[config.mk]
export PLATFORM = sky130hd
export DESIGN_NAME = wb_retire_stage_flat
export DESIGN_NICKNAME = d
export VERILOG_FILES = /design/src/rtl/wb_retire_stage_pkg.sv /design/src/rtl/wb_retire_stage_if.sv /design/src/rtl/wb_retire_stage_fifo.sv /design/src/rtl/wb_retire_stage.sv /design/src/flat_wrapper.sv
export SDC_FILE = /design/constraint.sdc
export NUM_CORES = 1
export LEC_CHECK = 0
export ABC_AREA = 1
export BUFFER_PORTS_ARGS = -buffer_cell sky130_fd_sc_hd__buf_2
export CAP_MARGIN = 20
export CELL_PAD_IN_SITES_DETAIL_PLACEMENT = 1
export CELL_PAD_IN_SITES_GLOBAL_PLACEMENT = 1
export CORE_UTILIZATION = 41
export CTS_CLUSTER_SIZE = 30
export DETAILED_ROUTE_END_ITERATION = 6
export MAX_ROUTING_LAYER = met4
export PLACE_DENSITY_LB_ADDON = 0.1
export SYNTH_ARGS = -nofsm -noshare
export SYNTH_HDL_FRONTEND = slang
export SYNTH_SLANG_ARGS = --single-unit
[constraint.sdc]
create_clock -name clk -period 11.3 [get_ports clk]
set_clock_uncertainty 0.15 [all_clocks]
set_input_delay 0.565 -clock clk [delete_from_list [all_inputs] [get_ports clk]]
set_output_delay 0.565 -clock clk [all_outputs]
set_load 0.005 [all_outputs]
[src/rtl/wb_retire_stage_pkg.sv]
// wb_retire_stage_pkg
//   Shared constants for the writeback/retire stage:
//   - exception codes (ecode_e)
//   - exception flag bit positions inside ms_exc
//   - CSR_ERA, the CSR number presented on an exception commit
//   - ESUBCODE_NONE
//   - exc_to_ecode(), the priority encoder from flags to exception code
package wb_retire_stage_pkg;

  typedef enum logic [5:0] {
    ECODE_INT  = 6'h00,
    ECODE_ADEF = 6'h08,
    ECODE_ALE  = 6'h09,
    ECODE_SYS  = 6'h0B,
    ECODE_BRK  = 6'h0C,
    ECODE_INE  = 6'h0D
  } ecode_e;

  // Bit positions inside ms_exc = {ALE,BRK,SYS,INE,ADEF,INT}
  localparam int EXC_INT  = 0;
  localparam int EXC_ADEF = 1;
  localparam int EXC_INE  = 2;
  localparam int EXC_SYS  = 3;
  localparam int EXC_BRK  = 4;
  localparam int EXC_ALE  = 5;

  localparam logic [13:0] CSR_ERA       = 14'h006;
  localparam logic [8:0]  ESUBCODE_NONE = 9'h000;

  // Highest-priority flag wins: INT > ADEF > INE > SYS > BRK > ALE.
  // With no flag set the result is unused, so ALE is simply the fall-through.
  function automatic ecode_e exc_to_ecode(input logic [5:0] exc);
    ecode_e code;
    if (exc[EXC_INT])       code = ECODE_INT;
    else if (exc[EXC_ADEF]) code = ECODE_ADEF;
    else if (exc[EXC_INE])  code = ECODE_INE;
    else if (exc[EXC_SYS])  code = ECODE_SYS;
    else if (exc[EXC_BRK])  code = ECODE_BRK;
    else                    code = ECODE_ALE;
    return code;
  endfunction

endpackage

[src/rtl/wb_retire_stage_if.sv]
// wb_retire_stage_if
//   MEM -> WB instruction bus.
//   Signals:
//   - ms_valid / ws_allow_in : handshake
//   - ms_* : instruction payload (PC, GPR write, CSR access, ERTN,
//            exception flags and bad VA)
//   Modports:
//   - master : MEM stage (drives payload, sees ws_allow_in)
//   - slave  : WB stage (receives payload, drives ws_allow_in)
interface wb_retire_stage_if #(
  parameter int PC_W      = 32,
  parameter int DATA_W    = 32,
  parameter int CSR_NUM_W = 14
);
  logic                 ms_valid;
  logic                 ws_allow_in;
  logic [PC_W-1:0]      ms_pc;
  logic                 ms_gr_we;
  logic [4:0]           ms_dest;
  logic [DATA_W-1:0]    ms_result;
  logic                 ms_csr_re;
  logic                 ms_csr_we;
  logic [CSR_NUM_W-1:0] ms_csr_num;
  logic [DATA_W-1:0]    ms_csr_wmask;
  logic [DATA_W-1:0]    ms_csr_wvalue;
  logic                 ms_ertn;
  logic [5:0]           ms_exc;
  logic [DATA_W-1:0]    ms_vaddr;

  modport master (
    output ms_valid, ms_pc, ms_gr_we, ms_dest, ms_result, ms_csr_re,
           ms_csr_we, ms_csr_num, ms_csr_wmask, ms_csr_wvalue, ms_ertn,
           ms_exc, ms_vaddr,
    input  ws_allow_in
  );

  modport slave (
    input  ms_valid, ms_pc, ms_gr_we, ms_dest, ms_result, ms_csr_re,
           ms_csr_we, ms_csr_num, ms_csr_wmask, ms_csr_wvalue, ms_ertn,
           ms_exc, ms_vaddr,
    output ws_allow_in
  );
endinterface

[src/rtl/wb_retire_stage_fifo.sv]
// wb_retire_fifo
//   Circular in-order FIFO of DEPTH entries, W bits each.
//   Ports:
//   - clk, resetn          : clock, async active-low reset
//   - push, push_data      : write at tail (caller guarantees not full)
//   - pop                  : drop head (caller guarantees not empty)
//   - clear                : discard every entry; wins over push/pop
//   - head_data            : entry at the head
//   - count                : number of valid entries
//   - tags, slot_valid     : TAG_W-bit slice of every slot, flattened, plus
//                            a per-slot valid bit, so the parent can scan
//                            queued entries without reading the whole slot
import wb_retire_stage_pkg::*;

module wb_retire_fifo #(
  parameter int DEPTH   = 2,
  parameter int W       = 8,
  parameter int TAG_LSB = 0,
  parameter int TAG_W   = 1,
  localparam int CNT_W  = $clog2(DEPTH + 1)
) (
  input  logic                   clk,
  input  logic                   resetn,
  input  logic                   push,
  input  logic [W-1:0]           push_data,
  input  logic                   pop,
  input  logic                   clear,
  output logic [W-1:0]           head_data,
  output logic [CNT_W-1:0]       count,
  output logic [DEPTH*TAG_W-1:0] tags,
  output logic [DEPTH-1:0]       slot_valid
);

  localparam int PTR_W = (DEPTH > 1) ? $clog2(DEPTH) : 1;

  logic [W-1:0]     mem [DEPTH];
  logic [PTR_W-1:0] rd_ptr;
  logic [PTR_W-1:0] wr_ptr;

  // Pointers wrap explicitly so DEPTH need not be a power of two.
  function automatic logic [PTR_W-1:0] ptr_next(input logic [PTR_W-1:0] p);
    logic [PTR_W-1:0] n;
    if (p == PTR_W'(DEPTH - 1)) n = '0;
    else                        n = p + PTR_W'(1);
    return n;
  endfunction

  always_ff @(posedge clk or negedge resetn) begin
    if (!resetn) begin
      rd_ptr     <= '0;
      wr_ptr     <= '0;
      count      <= '0;
      slot_valid <= '0;
    end else if (clear) begin
      rd_ptr     <= '0;
      wr_ptr     <= '0;
      count      <= '0;
      slot_valid <= '0;
    end else begin
      if (push) begin
        wr_ptr             <= ptr_next(wr_ptr);
        slot_valid[wr_ptr] <= 1'b1;
      end
      if (pop) begin
        rd_ptr             <= ptr_next(rd_ptr);
        slot_valid[rd_ptr] <= 1'b0;
      end
      case ({push, pop})
        2'b10:   count <= count + CNT_W'(1);
        2'b01:   count <= count - CNT_W'(1);
        default: count <= count;
      endcase
    end
  end

  // Payload storage needs no reset: slot_valid/count say what is meaningful.
  always_ff @(posedge clk) begin
    if (push && !clear) mem[wr_ptr] <= push_data;
  end

  assign head_data = mem[rd_ptr];

  for (genvar i = 0; i < DEPTH; i++) begin : g_tags
    assign tags[i*TAG_W +: TAG_W] = mem[i][TAG_LSB +: TAG_W];
  end

endmodule

[src/rtl/wb_retire_stage.sv]
// wb_retire_stage
//   Writeback stage with a DEPTH-entry in-order retire queue between MEM and
//   the register file. Commits exceptions/ERTN with a whole-queue flush,
//   exports pending GPR destinations, counts retired instructions and drives
//   the debug trace (optionally de-duplicated).
//   Ports:
//   - clk, resetn                 : clock, async active-low reset
//   - ms (slave)                  : MEM -> WB instruction bus + ws_allow_in
//   - rf_ready                    : register-file write port granted
//   - rf_we/rf_waddr/rf_wdata     : GPR write
//   - csr_*                       : CSR read/write port
//   - wb_ex/ertn_flush/wb_flush   : commit pulses, upstream squash
//   - wb_pc/wb_ecode/wb_esubcode/wb_vaddr : exception information
//   - pend_mask                   : GPRs with queued writes
//   - retire_cnt                  : committed-instruction counter
//   - debug_wb_*                  : retire trace
import wb_retire_stage_pkg::*;

module wb_retire_stage #(
  parameter int DEPTH       = 2,
  parameter int PC_W        = 32,
  parameter int DATA_W      = 32,
  parameter int CSR_NUM_W   = 14,
  parameter int DEDUP_TRACE = 1
) (
  input  logic                 clk,
  input  logic                 resetn,
  wb_retire_stage_if.slave     ms,
  input  logic                 rf_ready,
  output logic                 rf_we,
  output logic [4:0]           rf_waddr,
  output logic [DATA_W-1:0]    rf_wdata,
  output logic [CSR_NUM_W-1:0] csr_num,
  output logic                 csr_re,
  input  logic [DATA_W-1:0]    csr_rvalue,
  output logic                 csr_we,
  output logic [DATA_W-1:0]    csr_wmask,
  output logic [DATA_W-1:0]    csr_wvalue,
  output logic                 wb_ex,
  output logic                 ertn_flush,
  output logic                 wb_flush,
  output logic [PC_W-1:0]      wb_pc,
  output logic [5:0]           wb_ecode,
  output logic [8:0]           wb_esubcode,
  output logic [DATA_W-1:0]    wb_vaddr,
  output logic [31:0]          pend_mask,
  output logic [31:0]          retire_cnt,
  output logic [PC_W-1:0]      debug_wb_pc,
  output logic [3:0]           debug_wb_rf_we,
  output logic [4:0]           debug_wb_rf_wnum,
  output logic [DATA_W-1:0]    debug_wb_rf_wdata
);

  localparam int CNT_W = $clog2(DEPTH + 1);

  // Queue entry layout, LSB first. {dest, gr_we} sits contiguously so the
  // FIFO can export it as a 6-bit tag for the pending-destination scan.
  localparam int OFF_PC     = 0;
  localparam int OFF_GR     = OFF_PC + PC_W;
  localparam int OFF_DEST   = OFF_GR + 1;
  localparam int OFF_RES    = OFF_DEST + 5;
  localparam int OFF_CSRRE  = OFF_RES + DATA_W;
  localparam int OFF_CSRWE  = OFF_CSRRE + 1;
  localparam int OFF_CSRNUM = OFF_CSRWE + 1;
  localparam int OFF_WMASK  = OFF_CSRNUM + CSR_NUM_W;
  localparam int OFF_WVAL   = OFF_WMASK + DATA_W;
  localparam int OFF_ERTN   = OFF_WVAL + DATA_W;
  localparam int OFF_EXC    = OFF_ERTN + 1;
  localparam int OFF_VADDR  = OFF_EXC + 6;
  localparam int ENTRY_W    = OFF_VADDR + DATA_W;
  localparam int TAG_W      = 6;

  logic [ENTRY_W-1:0]     push_data;
  logic [ENTRY_W-1:0]     head;
  logic [CNT_W-1:0]       count;
  logic [DEPTH*TAG_W-1:0] tags;
  logic [DEPTH-1:0]       slot_valid;
  logic                   push;
  logic                   pop;

  logic                   head_valid;
  logic                   is_ex;
  logic                   is_ertn;
  logic                   is_normal;
  logic                   retire_ok;
  logic [DATA_W-1:0]      wdata_sel;
  logic                   trace_dup;
  logic [5:0]             slot_tag;

  logic [PC_W-1:0]        h_pc;
  logic                   h_gr_we;
  logic [4:0]             h_dest;
  logic [DATA_W-1:0]      h_result;
  logic                   h_csr_re;
  logic                   h_csr_we;
  logic [CSR_NUM_W-1:0]   h_csr_num;
  logic [DATA_W-1:0]      h_wmask;
  logic [DATA_W-1:0]      h_wvalue;
  logic                   h_ertn;
  logic [5:0]             h_exc;
  logic [DATA_W-1:0]      h_vaddr;

  logic [PC_W-1:0]        last_pc;
  logic [4:0]             last_dest;
  logic [DATA_W-1:0]      last_data;

  assign push_data = {ms.ms_vaddr, ms.ms_exc, ms.ms_ertn, ms.ms_csr_wvalue,
                      ms.ms_csr_wmask, ms.ms_csr_num, ms.ms_csr_we,
                      ms.ms_csr_re, ms.ms_result, ms.ms_dest, ms.ms_gr_we,
                      ms.ms_pc};

  wb_retire_fifo #(
    .DEPTH   (DEPTH),
    .W       (ENTRY_W),
    .TAG_LSB (OFF_GR),
    .TAG_W   (TAG_W)
  ) u_fifo (
    .clk        (clk),
    .resetn     (resetn),
    .push       (push),
    .push_data  (push_data),
    .pop        (pop),
    .clear      (wb_flush),
    .head_data  (head),
    .count      (count),
    .tags       (tags),
    .slot_valid (slot_valid)
  );

  assign h_pc      = head[OFF_PC     +: PC_W];
  assign h_gr_we   = head[OFF_GR];
  assign h_dest    = head[OFF_DEST   +: 5];
  assign h_result  = head[OFF_RES    +: DATA_W];
  assign h_csr_re  = head[OFF_CSRRE];
  assign h_csr_we  = head[OFF_CSRWE];
  assign h_csr_num = head[OFF_CSRNUM +: CSR_NUM_W];
  assign h_wmask   = head[OFF_WMASK  +: DATA_W];
  assign h_wvalue  = head[OFF_WVAL   +: DATA_W];
  assign h_ertn    = head[OFF_ERTN];
  assign h_exc     = head[OFF_EXC    +: 6];
  assign h_vaddr   = head[OFF_VADDR  +: DATA_W];

  // Head classification. Exceptions and ERTN commit without waiting for
  // the register file; a normal head only waits when it really writes a GPR.
  assign head_valid = (count != '0);
  assign is_ex      = head_valid & (|h_exc);
  assign is_ertn    = head_valid & ~(|h_exc) & h_ertn;
  assign is_normal  = head_valid & ~(|h_exc) & ~h_ertn;
  assign retire_ok  = is_normal & (~h_gr_we | (h_dest == 5'd0) | rf_ready);

  assign wb_ex      = is_ex;
  assign ertn_flush = is_ertn;
  assign wb_flush   = is_ex | is_ertn;

  // Accepting during a flush would let a younger instruction survive the
  // squash; holding ws_allow_in low in reset keeps MEM from handing over
  // an instruction that would be lost.
  assign ms.ws_allow_in = resetn & (count < CNT_W'(DEPTH)) & ~wb_flush;
  assign push = ms.ms_valid & ms.ws_allow_in;
  assign pop  = retire_ok;

  assign wdata_sel = h_csr_re ? csr_rvalue : h_result;

  assign rf_we    = retire_ok & h_gr_we & (h_dest != 5'd0);
  assign rf_waddr = rf_we ? h_dest : 5'd0;
  assign rf_wdata = rf_we ? wdata_sel : '0;

  // The CSR read is issued whenever a head exists so the value is ready in
  // the retire cycle; a same-instruction write lands at the clock edge, so
  // the read returns the old value.
  assign csr_re     = head_valid;
  assign csr_num    = is_ex ? CSR_NUM_W'(CSR_ERA) : (head_valid ? h_csr_num : '0);
  assign csr_we     = retire_ok & h_csr_we;
  assign csr_wmask  = head_valid ? h_wmask : '0;
  assign csr_wvalue = head_valid ? h_wvalue : '0;

  assign wb_pc       = head_valid ? h_pc : '0;
  assign wb_vaddr    = head_valid ? h_vaddr : '0;
  assign wb_ecode    = is_ex ? exc_to_ecode(h_exc) : 6'h00;
  assign wb_esubcode = ESUBCODE_NONE;

  // Scan every valid slot; dest 0 is never marked since r0 is never written.
  always_comb begin
    pend_mask = '0;
    slot_tag  = '0;
    for (int i = 0; i < DEPTH; i++) begin
      slot_tag = tags[i*TAG_W +: TAG_W];
      if (slot_valid[i] && slot_tag[0] && (slot_tag[5:1] != 5'd0)) begin
        pend_mask[slot_tag[5:1]] = 1'b1;
      end
    end
  end

  // Trace: suppressed when the same {pc, dest, data} was the last one sent.
  // The shadow triple can never match spuriously after reset because a
  // traced write always has a non-zero dest.
  assign trace_dup = (h_pc == last_pc) && (h_dest == last_dest) &&
                     (wdata_sel == last_data);
  assign debug_wb_pc       = rf_we ? h_pc : '0;
  assign debug_wb_rf_wnum  = rf_waddr;
  assign debug_wb_rf_wdata = rf_wdata;
  assign debug_wb_rf_we    = (rf_we && !((DEDUP_TRACE != 0) && trace_dup)) ?
                             4'hF : 4'h0;

  // Retire counter (normal retires and ERTN; exceptions do not count) and
  // the trace shadow triple, refreshed on every GPR write.
  always_ff @(posedge clk or negedge resetn) begin
    if (!resetn) begin
      retire_cnt <= '0;
      last_pc    <= '0;
      last_dest  <= '0;
      last_data  <= '0;
    end else begin
      if (retire_ok || is_ertn) retire_cnt <= retire_cnt + 32'd1;
      if (rf_we) begin
        last_pc   <= h_pc;
        last_dest <= h_dest;
        last_data <= wdata_sel;
      end
    end
  end

endmodule
[src/flat_wrapper.sv]
// flat-port wrapper written by rule: the top's interface ports become plain ports
module wb_retire_stage_flat 
#(
  parameter int DEPTH       = 2,
  parameter int PC_W        = 32,
  parameter int DATA_W      = 32,
  parameter int CSR_NUM_W   = 14,
  parameter int DEDUP_TRACE = 1
)
  (clk, resetn, rf_ready, rf_we, rf_waddr, rf_wdata, csr_num, csr_re, csr_rvalue, csr_we, csr_wmask, csr_wvalue, wb_ex, ertn_flush, wb_flush, wb_pc, wb_ecode, wb_esubcode, wb_vaddr, pend_mask, retire_cnt, debug_wb_pc, debug_wb_rf_we, debug_wb_rf_wnum, debug_wb_rf_wdata, ms_ms_valid, ms_ms_pc, ms_ms_gr_we, ms_ms_dest, ms_ms_result, ms_ms_csr_re, ms_ms_csr_we, ms_ms_csr_num, ms_ms_csr_wmask, ms_ms_csr_wvalue, ms_ms_ertn, ms_ms_exc, ms_ms_vaddr, ms_ws_allow_in);
  wb_retire_stage_if #(.PC_W(PC_W), .DATA_W(DATA_W), .CSR_NUM_W(CSR_NUM_W)) ms_i ();
  input  logic clk;
  input  logic resetn;
  input  logic rf_ready;
  output logic rf_we;
  output logic [4:0] rf_waddr;
  output logic [DATA_W-1:0] rf_wdata;
  output logic [CSR_NUM_W-1:0] csr_num;
  output logic csr_re;
  input  logic [DATA_W-1:0] csr_rvalue;
  output logic csr_we;
  output logic [DATA_W-1:0] csr_wmask;
  output logic [DATA_W-1:0] csr_wvalue;
  output logic wb_ex;
  output logic ertn_flush;
  output logic wb_flush;
  output logic [PC_W-1:0] wb_pc;
  output logic [5:0] wb_ecode;
  output logic [8:0] wb_esubcode;
  output logic [DATA_W-1:0] wb_vaddr;
  output logic [31:0] pend_mask;
  output logic [31:0] retire_cnt;
  output logic [PC_W-1:0] debug_wb_pc;
  output logic [3:0] debug_wb_rf_we;
  output logic [4:0] debug_wb_rf_wnum;
  output logic [DATA_W-1:0] debug_wb_rf_wdata;
  input wire logic [$bits(ms_i.ms_valid)-1:0] ms_ms_valid;
  input wire logic [$bits(ms_i.ms_pc)-1:0] ms_ms_pc;
  input wire logic [$bits(ms_i.ms_gr_we)-1:0] ms_ms_gr_we;
  input wire logic [$bits(ms_i.ms_dest)-1:0] ms_ms_dest;
  input wire logic [$bits(ms_i.ms_result)-1:0] ms_ms_result;
  input wire logic [$bits(ms_i.ms_csr_re)-1:0] ms_ms_csr_re;
  input wire logic [$bits(ms_i.ms_csr_we)-1:0] ms_ms_csr_we;
  input wire logic [$bits(ms_i.ms_csr_num)-1:0] ms_ms_csr_num;
  input wire logic [$bits(ms_i.ms_csr_wmask)-1:0] ms_ms_csr_wmask;
  input wire logic [$bits(ms_i.ms_csr_wvalue)-1:0] ms_ms_csr_wvalue;
  input wire logic [$bits(ms_i.ms_ertn)-1:0] ms_ms_ertn;
  input wire logic [$bits(ms_i.ms_exc)-1:0] ms_ms_exc;
  input wire logic [$bits(ms_i.ms_vaddr)-1:0] ms_ms_vaddr;
  output wire logic [$bits(ms_i.ws_allow_in)-1:0] ms_ws_allow_in;
  assign ms_i.ms_valid = ms_ms_valid;
  assign ms_i.ms_pc = ms_ms_pc;
  assign ms_i.ms_gr_we = ms_ms_gr_we;
  assign ms_i.ms_dest = ms_ms_dest;
  assign ms_i.ms_result = ms_ms_result;
  assign ms_i.ms_csr_re = ms_ms_csr_re;
  assign ms_i.ms_csr_we = ms_ms_csr_we;
  assign ms_i.ms_csr_num = ms_ms_csr_num;
  assign ms_i.ms_csr_wmask = ms_ms_csr_wmask;
  assign ms_i.ms_csr_wvalue = ms_ms_csr_wvalue;
  assign ms_i.ms_ertn = ms_ms_ertn;
  assign ms_i.ms_exc = ms_ms_exc;
  assign ms_i.ms_vaddr = ms_ms_vaddr;
  assign ms_ws_allow_in = ms_i.ws_allow_in;
  wb_retire_stage #(.DEPTH(DEPTH), .PC_W(PC_W), .DATA_W(DATA_W), .CSR_NUM_W(CSR_NUM_W), .DEDUP_TRACE(DEDUP_TRACE)) u_core (.clk(clk), .resetn(resetn), .ms(ms_i), .rf_ready(rf_ready), .rf_we(rf_we), .rf_waddr(rf_waddr), .rf_wdata(rf_wdata), .csr_num(csr_num), .csr_re(csr_re), .csr_rvalue(csr_rvalue), .csr_we(csr_we), .csr_wmask(csr_wmask), .csr_wvalue(csr_wvalue), .wb_ex(wb_ex), .ertn_flush(ertn_flush), .wb_flush(wb_flush), .wb_pc(wb_pc), .wb_ecode(wb_ecode), .wb_esubcode(wb_esubcode), .wb_vaddr(wb_vaddr), .pend_mask(pend_mask), .retire_cnt(retire_cnt), .debug_wb_pc(debug_wb_pc), .debug_wb_rf_we(debug_wb_rf_we), .debug_wb_rf_wnum(debug_wb_rf_wnum), .debug_wb_rf_wdata(debug_wb_rf_wdata));
endmodule
; Yosys cells after proc, flatten, opt, wreduce, memory -nomap -nowiden
; Memory sizes are Yosys's and may differ from the RTL's.
; Index checks and enable logic that the tools add are counted.
[word_totals]
word_cells = 115
mem_count = 1
input_bits = 225
ram_bits = 378
output_inout_bits = 338
reg_bits = 107
[op_classes]
n_reduce_logical = 24
bitwise_logic = 22
n_eq_ne = 5
order_cmp = 9
muxes = 41
n_addsub = 5
[memory_table]
columns = memory, depth, width, rd, rd_clocked_by_memory_dff, wr, line_no
row1 = u_core.u_fifo.mem, 2, 189, 3, 0, 1, wb_retire_stage_fifo.sv:36  ; logic [W-1:0] mem [DEPTH];
[op_table]
columns = op, n
row1 = 32-bit two-way mux, 9
row2 = 32-bit equality test, 2
row3 = "32-bit by 1-bit adder with 32-bit output, second input constant", 1
row4 = 32-bit bitwise OR, 1
row5 = 6-bit two-way mux, 5
row6 = 14-bit two-way mux, 2
row7 = 5-bit nonzero test, 3
row8 = 1-bit logical AND, 12
row9 = "5-bit by 6-bit < comparator with 1-bit output, second input constant", 2
row10 = 1-bit two-way mux, 12
row11 = 1-bit AND, 11
row12 = 1-bit demux with 5-bit select, 2
row13 = "5-bit by 1-bit greater-or-equal comparator with 1-bit output, second input constant", 2
row14 = 2-bit two-way mux, 5
row15 = 2-bit nonzero test, 3
row16 = 6-bit OR reduction, 1
row17 = 5-bit equality test, 1
row18 = 5-bit logical NOT, 1
row19 = 5-bit two-way mux, 1
row20 = "1-bit by 2-bit < comparator with 1-bit output, second input constant", 2
row21 = 4-bit two-way mux, 1
row22 = 1-bit inverter, 4
row23 = 2-bit case mux with 2 select lines, 1
row24 = 3-bit two-way mux, 1
row25 = other kinds (15), 21

; Depth between registers and ports, before layout
; Gate-level depths: netlist of the first run.
; An unclocked memory read counts as a cell.
[depth]
depth_word = 14
ltp_mapped = 17
mapped_depth_nobuf = 13

; By module
; A second synthesis of the first run with hierarchy kept.
[hier_totals]
hier_cells = 2503
hier_area_um2 = 22978.3
[by_module_without_submodules]
columns = mod, area_per_inst_um2, cells_each, instances
row1 = wb_retire_fifo, 14153.6, 1041, 1
row2 = wb_retire_stage, 8824.7, 1462, 1

; Worst setup path before layout of the first run
; Ideal clock, no wire load.
[synth_timing]
kind = register to register
start = reg u_core.u_fifo.rd_ptr
end = mem u_core.u_fifo.mem[1][0] (netlist bit) (enable)
t_arrival_ns = 9.312
t_required_ns = 10.407
synth_period_minus_slack_ns = 10.205
path_slack_ns = 1.095
n_path_buf = 2
path_stages_with_launch = 10
cell_sequence = dfrtp_1 > buf_4 > buf_6 > nand2_1 > nand2_1 > nor2_4 > nand3_1 > o21ai_2 > nand3_2 > nor2_1
[synth_via]
elab_chain_len = 12
word_cells_on_any_way = 14
classes_between = mux (2) / bitwise (8) / reduce/logical (3) / memory (1)
[synth_lines]
columns = element, line_no
row1 = from (decl), wb_retire_stage_fifo.sv:37  ; logic [PTR_W-1:0] rd_ptr;
row2 = from (signal assigned), wb_retire_stage_fifo.sv:65  ; rd_ptr <= ptr_next(rd_ptr);
row3 = memory read 2 x 189 bit *, -
row4 = 6-bit OR reduction, "wb_retire_stage.sv:146, wb_retire_stage.sv:147"
row5 = 1-bit inverter, wb_retire_stage.sv:147  ; assign is_ertn = head_valid & ~(|h_exc) & h_ertn;
row6 = 1-bit AND (2 in a row), wb_retire_stage.sv:147
row7 = 1-bit bitwise OR *, wb_retire_stage.sv:153  ; assign wb_flush = is_ex | is_ertn;
row8 = 1-bit inverter, wb_retire_stage.sv:158  ; assign ms.ws_allow_in = resetn & (count < CNT_W'(DEPTH)) & ~wb_flush;
row9 = 1-bit AND, wb_retire_stage.sv:158
row10 = 1-bit AND, wb_retire_stage.sv:159  ; assign push = ms.ms_valid & ms.ws_allow_in;
row11 = 1-bit logical AND *, wb_retire_stage_fifo.sv:78  ; if (push && !clear) mem[wr_ptr] <= push_data;
row12 = 1-bit two-way mux *, wb_retire_stage_fifo.sv:78
row13 = 1-bit two-way mux (not written as such) *, wb_retire_stage_fifo.sv:78
row14 = to (decl), wb_retire_stage_fifo.sv:36
; Every way passes the cells marked *; elsewhere a longest branch is shown, timed or not.

; Worst setup path in the final report of the first run
[layout_timing]
start = reg u_core.u_fifo.rd_ptr
end = out rf_wdata[10]
[layout_via]
elab_chain_len = 9
word_cells_on_any_way = 16
classes_between = mux (2) / bitwise (10) / reduce/logical (3) / memory (1)
[layout_lines]
columns = element, line_no
row1 = memory read 2 x 189 bit *, -
row2 = 6-bit OR reduction, wb_retire_stage.sv:148  ; assign is_normal = head_valid & ~(|h_exc) & ~h_ertn;
row3 = 1-bit inverter, wb_retire_stage.sv:148
row4 = 1-bit AND (2 in a row), wb_retire_stage.sv:148
row5 = 1-bit AND, wb_retire_stage.sv:149  ; assign retire_ok = is_normal & (~h_gr_we | (h_dest == 5'd0) | rf_ready);
row6 = 1-bit AND (2 in a row), wb_retire_stage.sv:164  ; assign rf_we = retire_ok & h_gr_we & (h_dest != 5'd0);
row7 = 32-bit two-way mux *, wb_retire_stage.sv:166  ; assign rf_wdata = rf_we ? wdata_sel : '0;
row8 = to (decl), flat_wrapper.sv:17  ; output logic [DATA_W-1:0] rf_wdata;
; Marked as above.

==> impl_results.md, run 1 <==
- Leakage: 13.0 nW
- TritonCTS clock tree: built
- Final hold vios: 0
- Antenna violations before repair: 17
- Worst R2R End: u_core.u_fifo.mem[1][163]
- Chip Width: 237 microns
- CTS sink cnt: 485
- Fin. max-slew vios: 0
- Cell with the most instances after synthesis: nand2_1
- Comb pwr share: 21.4%
- Async S/R FF share, synth: 22.1%
- GPL Wtd Cong: 0.874
- Post-synth cell types: 40
- TritonCTS Buffers: 55
- Vias: 19.0k
- Grt ovf: 0
- Crit path required time: 10590 ps
- Area growth from synthesis to layout: 29.1%
- Initial Utilization: 41.8%
- CP Capture Type: output port
- Worst-path clk slew: 60 ps
- Period minus WS final: 5800 ps
- P_int: 3.51 mW
- Final core utilization: 54.0%
- Number of synthesized register bits: 485
- Synth top area share: 50.2%
- Hold Buf Count CTS: 181
- R2R Setup Slk: 5980 ps
- Commonest cells post-synth: nand2_1 (761), edfxtp_1 (378), inv_1 (190), a21oi_1 (132), nor2_1 (131)
- Synth Area per Inst: 9.87 sq um
- First-pass GRT wire length: 117000 microns
- CP max FO: 196
- Area contributors post-synth: edfxtp_1 (50%), nand2_1 (13%), dfrtp_1 (12%), inv_1 (3.2%), a21oi_1 (2.9%)
- Flop pwr share: 43.5%
- RSZ-0062 raised after global routing: no
- DR pass1 iterations: 4
- Post_cts resized: 0
- Number of flops mapped to enable cells by yosys: 378
- Critical path arrival: 5090 ps
- Critical hold path startpoint: ms_ms_result[5]
- PD cells: 173 nW/um^2
- Max frequency: 172 MHz
- Total wire length: 78000 microns
- Worst vdd ir: 133 uV
- Hold Path End: u_core.u_fifo.mem[1][43]
- R2R Path Start: u_core.u_fifo.rd_ptr
- Row Count: 85
- Fin cells: 3719
- Maximum clock path buffer count: 3
- Postcts setup bufs: 0
- Crit start category: flop
- Kind of critical path: reg -> out
- Clk pwr share: 35.2%
- Placed inst area: 25600 sq um
- Port Buffers: 550
- IO Pins: 563
- Design area: 29200 sq um
- Root buffer cell: clkbuf_16
- Drt initial violations: 1026
- DP HPWL: 53800 microns
- Sequential area share after synthesis: 62.0%
- Final setup TNS: 0 ps
- Post-place setup slack: 5910 ps
- NetSw: 1.55 mW
- Final Cycle Share: 51.4%
- Htree depth: 2
- Status: complete, no violations
- Hold path depth: 1
- Routed Antenna Nets: 0
- MaxCap Viol Count: 0
- Post-Place Cells: 3418
- Primary FF master, synth: edfxtp_1
- Skew-Pair Late Insertion Delay: 610 ps
- Die area: 56100 sq um
- Switching share of total power: 30.6%
- Layout cells sized above 1: 23.7%
- Ys Warns: 0
- Hold slack: 31.7 ps
- Nets: 3186
- Power Total: 5.06 mW
- WL per Instance: 21.0 microns
- Post-Syn Area: 22600 sq um
- Core ar.: 54100 sq um
- Worst R2R Path Depth: 10
- Final-report setup violation count: 0
- Die H: 237 microns
- Tightest Pin Transition: 1050 ps
- Worst slew margin: 29.9%
- Post-synth top area cell: edfxtp_1
- Synthesized instance count: 2292
- Total track usage: 28.0%
- Via density: 5.11
- Vias in the first global route: 20.2k
- Largest net degree at the start of global routing: 197
- # DRC: 0
- Final setup margin: 5500 ps
- Hold Path Class: in -> reg
[per-layer routing]
| layer | share of wire (%) | GRT usage [%] |
|---|---|---|
| met1 | 40 | 32.9 |
| met3 | 5.6 | 5.35 |
| met5 | 0 | - |
| met2 | 52 | 48.0 |
| met4 | 3.0 | 9.45 |
[layout make-up]
class                   instances  area, sq um
diodes                         18         45.0
clock buffers                  67         1450
clock inverters                35          318
fillers                      6134        24900
inverters                     193          729
multi-input cells            1476         7040
flip-flops and latches        485        14000
well taps                     696          871
repair buffers                749         4710
[cells by family (layout without fill, tap and decap cells)]
group / count (synthesis) / in the layout / share of synthesized area [%]
xor+xnor: 32 / 32 / 1.24
flops: 485 / 485 / 62.0
compound gates: 319 / 319 / 8.12
simple gates: 1112 / 1112 / 21.4
other cells: 1 / 30 / 0.0166
fa+ha+maj: 1 / 1 / 0.0553
buf+inv: 342 / 1044 / 7.11
[cells in the final DEF (no fill, tap or decap), drive strengths merged, types with 12 or more instances in the layout]
cell         instances
nand2              763
o21bai              53
buf                568
xor2                26
conb                12
dlygate4sd3        181
edfxtp             378
a21oi              132
o21ai               98
nand3b              25
nand3              100
clkbuf              67
o211ai              25
nor2               175
inv                195
nor3                27
clkinv              24
nand4               14
diode               18
dfrtp              107
[worst max-delay path: stages, from the launching register on]
cell	delay (ps)
dfrtp_4	890
buf_12	640
nand2_1	210
nand2_2	180
nor2_4	50
nand4_4	180
nor2_4	70
nand4_4	70
buf_4	620
buf_4	840
a21oi_1	220
buf_2	210
[registers in the layout, indices dropped and copies added (netlist names)]
register / flops
u_core.last_pc: 32
u_core.u_fifo.count: 2
u_core.u_fifo.mem: 378
u_core.last_data: 32
u_core.u_fifo.wr_ptr: 1
u_core.u_fifo.rd_ptr: 1
u_core.last_dest: 5
u_core.retire_cnt: 32
u_core.u_fifo.slot_valid: 2
[how the worst max path moves through the flow]
stage	start	endpoint	slack [ps]	depth (start not counted)
3_3_place_gp	u_core.u_fifo.rd_ptr	u_core.u_fifo.mem[1][166]	5970	10
6_report	u_core.u_fifo.rd_ptr	rf_wdata[10]	5500	11
4_1_cts	u_core.u_fifo.rd_ptr	rf_wdata[10]	5440	11
3_5_place_dp	u_core.u_fifo.rd_ptr	u_core.u_fifo.mem[1][177]	5910	10
2_1_floorplan	u_core.u_fifo.rd_ptr	u_core.u_fifo.mem[1][0]	1090	9
5_1_grt	u_core.u_fifo.rd_ptr	debug_wb_rf_wdata[2]	5170	11
[power by group through the flow]
| stage | clock (mW) | sequential [mW] | combinational, mW |
|---|---|---|---|
| after detailed placement | 0 | 2.23 | 1.02 |
| after global routing | 1.87 | 2.21 | 1.18 |
| after floorplan | 0 | 2.25 | 0.534 |
| after global placement | 0 | 2.22 | 1.00 |
| final | 1.78 | 2.20 | 1.08 |
| after CTS | 1.81 | 2.20 | 1.08 |
Note: power is estimated with default switching activity, not from simulation.
==> inputs of run 2 (changes only) <==
==> constraint.sdc (replaced) <==
create_clock -name clk -period 5.7 [get_ports clk]
set_clock_uncertainty 0.15 [all_clocks]
set_input_delay 0.285 -clock clk [delete_from_list [all_inputs] [get_ports clk]]
set_output_delay 0.285 -clock clk [all_outputs]
set_load 0.005 [all_outputs]
==> run 2 against run 1 <==
First-iteration DRC count is 2.8% higher. Setup slack got worse by 4700 ps. Core utilization is 0.21 points higher. Clock power is 93% higher. Die area did not move. Design area rose by 0.39%. Global-route usage rose by 0.94 points. Register-to-register slack got worse by 4500 ps. Largest cell class unchanged. Largest power group unchanged.
==> impl_results.md, run 2 (synthesis gave the netlist of run 1 again) <==
- Maximum clock path buffer count: 3 (unchanged)
- GPL Wtd Cong: 0.852 (-2.5%)
- PD cells: 340 nW/um^2 (+97%)
- Die H: 237 microns (unchanged)
- Switching share of total power: 31.2% (+0.61 points)
- Kind of critical path: reg -> out
- Post-Place Cells: 3417 (-0.029%)
- Worst path max stage delay: 890 ps (about the same)
- Hold Path Class: in -> reg
- Port Buffers: 550 (unchanged)
- MaxCap Viol Count: 0 (unchanged)
- Final core utilization: 54.2% (+0.21 points)
- Total track usage: 28.9% (+0.94 points)
- Comb pwr share: 21.9% (+0.5 points)
- Core ar.: 54100 sq um (unchanged)
- # DRC: 0 (unchanged)
- Most common cell after layout, fill and taps aside: nand2_1
- Total wire length: 79800 microns (+2.3%)
- Nets: 3197 (+0.35%)
- Worst-path clk slew: 60 ps (about the same)
- Vias in the first global route: 20.7k (+2.4%)
- Most frequent cells in the layout: nand2_1 (761), buf_2 (549), edfxtp_1 (378), dlygate4sd3_1 (195), inv_1 (190)
- CP max FO: 94 (-52%)
- WL per Instance: 21.4 microns (+2.1%)
- Max reg flops: 378 (unchanged)
- DP HPWL: 52700 microns (-2.0%)
- Tightest Pin Transition: 1120 ps (+66.4 ps)
- R2R Setup Slk: 1450 ps (-4530 ps)
- Worst vdd ir: 308 uV (+130%)
- Final hold vios: 0 (unchanged)
- DR pass1 iterations: 5 (+1)
- Via density: 5.18 (+1.3%)
- Clk pwr share: 34.4% (-0.8 points)
- Critical path arrival: 4520 ps (-570 ps)
- Hold path depth: 4 (+3)
- Final Cycle Share: 86.9%
- Worst R2R End: u_core.last_pc[18]
- Largest Register: u_core.u_fifo.mem
- NetSw: 3.11 mW (+100%)
- Worst-path cell chain: inv_6, buf_4, nand2_1, nand2_1, nand4_4, inv_2, nand3_1, inv_1, buf_2
- Drt initial violations: 1055 (+2.8%)
- Initial Utilization: 41.8% (unchanged)
- Grt ovf: 0 (unchanged)
- RSZ-0062 raised after global routing: no
- Worst R2R Path Depth: 8 (-2)
- Buf+Inv Stages, Crit Path: 5 (+1)
- CTS sink cnt: 485 (unchanged)
- Final-report setup violation count: 0 (unchanged)
- Hold Path End: u_core.last_data[6]
- P_int: 6.87 mW (+96%)
- Htree depth: 2 (unchanged)
- Critical hold path startpoint: csr_rvalue[6]
- Crit path required time: 5270 ps (-5320 ps)
- Chip Width: 237 microns (unchanged)
- IO Pins: 563 (unchanged)
- Largest net degree at the start of global routing: 119 (-40%)
- Delay-heaviest family, CP: buffers and inverters
- Routed Antenna Nets: 0 (unchanged)
- CP Capture Type: output port
- Register area: 14000 sq um (unchanged)
- Post_cts resized: 0 (unchanged)
- Vias: 19.3k (+1.5%)
- Area growth from synthesis to layout: 29.6%
- Status: complete, no violations
- Layout cells sized above 1: 23.5% (-0.14 points)
- Fin cells: 3725 (+0.16%)
- Die area: 56100 sq um (unchanged)
- Period minus WS final: 4950 ps
- Fin. max-slew vios: 0 (unchanged)
- Antenna violations before repair: 14 (-3)
- Leakage: 13.0 nW (+0.31%)
- TritonCTS clock tree: built
- First-pass GRT wire length: 120000 microns (+3.0%)
- Max frequency: 202 MHz
- Crit start category: flop
- FILL cells: 6081 (-0.86%)
- R2R Path Start: u_core.u_fifo.rd_ptr
- Row Count: 85 (unchanged)
- Worst slew margin: 25.5% (-4.4 points)
- Skew-Pair Late Insertion Delay: 630 ps (+20 ps)
- Root buffer cell: clkbuf_16
- TritonCTS Buffers: 53 (-3.6%)
- Most used cell along the critical path: nand2_1
- CP max stage cell: buf_4
- Area of the multi-input gates: 7040 sq um (unchanged)
- Flop pwr share: 43.7% (+0.2 points)
==> run 2: metrics by stage <==
stage          TNS [ps]  setup slack (ps)  power, mW  cell area (sq um)  hold slack [ps]
3_3_place_gp          0              1320       6.40              25600              323
5_1_grt               0               355       10.4              29300             38.9
4_1_cts               0               571       10.0              29300             5.99
3_5_place_dp          0              1250       6.46              25600              327
2_1_floorplan   -496400             -1310       5.48              22700             -161
6_report              0               749       9.98              29300             50.9
==> run 2: how the worst max path moves through the flow <==
stage | from | to | slack, ps | cells past startpoint
after global placement | u_core.u_fifo.rd_ptr | rf_wdata[17] | 1320 | 9
after CTS | u_core.u_fifo.rd_ptr | rf_wdata[17] | 570 | 9
final | u_core.u_fifo.rd_ptr | rf_wdata[17] | 750 | 9
after detailed placement | u_core.u_fifo.rd_ptr | rf_wdata[17] | 1250 | 9
after global routing | u_core.u_fifo.rd_ptr | rf_wdata[17] | 350 | 9
after floorplan | u_core.u_fifo.rd_ptr | u_core.u_fifo.mem[0][0] | -1310 | 9
==> run 2: final cells by class <==
cell class	instances	share of cell area (%)
Antenna cell	15	0.128
Clock buffer	66	4.76
Clock inverter	32	1.11
Multi-Input combinational cell	1476	24.0
Timing Repair Buffer	762	16.7
Sequential cell	485	47.9
Inverter	193	2.49
Tap cell	696	2.97
==> run 2: tightest hold or removal path, stage by stage <==
cell	delay, ps
buf_2	90
nand3_1	120
a21oi_1	110
o21bai_1	160
==> run 2: power by group through the flow <==
stage	clock network, mW	logic, mW	registers [mW]
2_1_floorplan	0	1.06	4.42
3_3_place_gp	0	2.00	4.40
3_5_place_dp	0	2.04	4.42
4_1_cts	3.50	2.17	4.35
5_1_grt	3.62	2.38	4.39
6_report	3.43	2.19	4.36
==> run 2: repair_timing <==
item / in CTS / in global routing
buffers inserted: 0 / 0
hold buffers: 195 / 0
endpoints found under the setup margin: 0 / 0
hold endpoints to repair: 439 / 0
==> run 2: routing by layer <==
metal  up-vias  part of all wire (%)  track usage, %
met5         -                     0               -
met4         0                   4.1            11.8
met3       173                   6.2            6.10
met2       640                    51            49.6
met1      9561                    39            32.7
li1       8924                     -               -
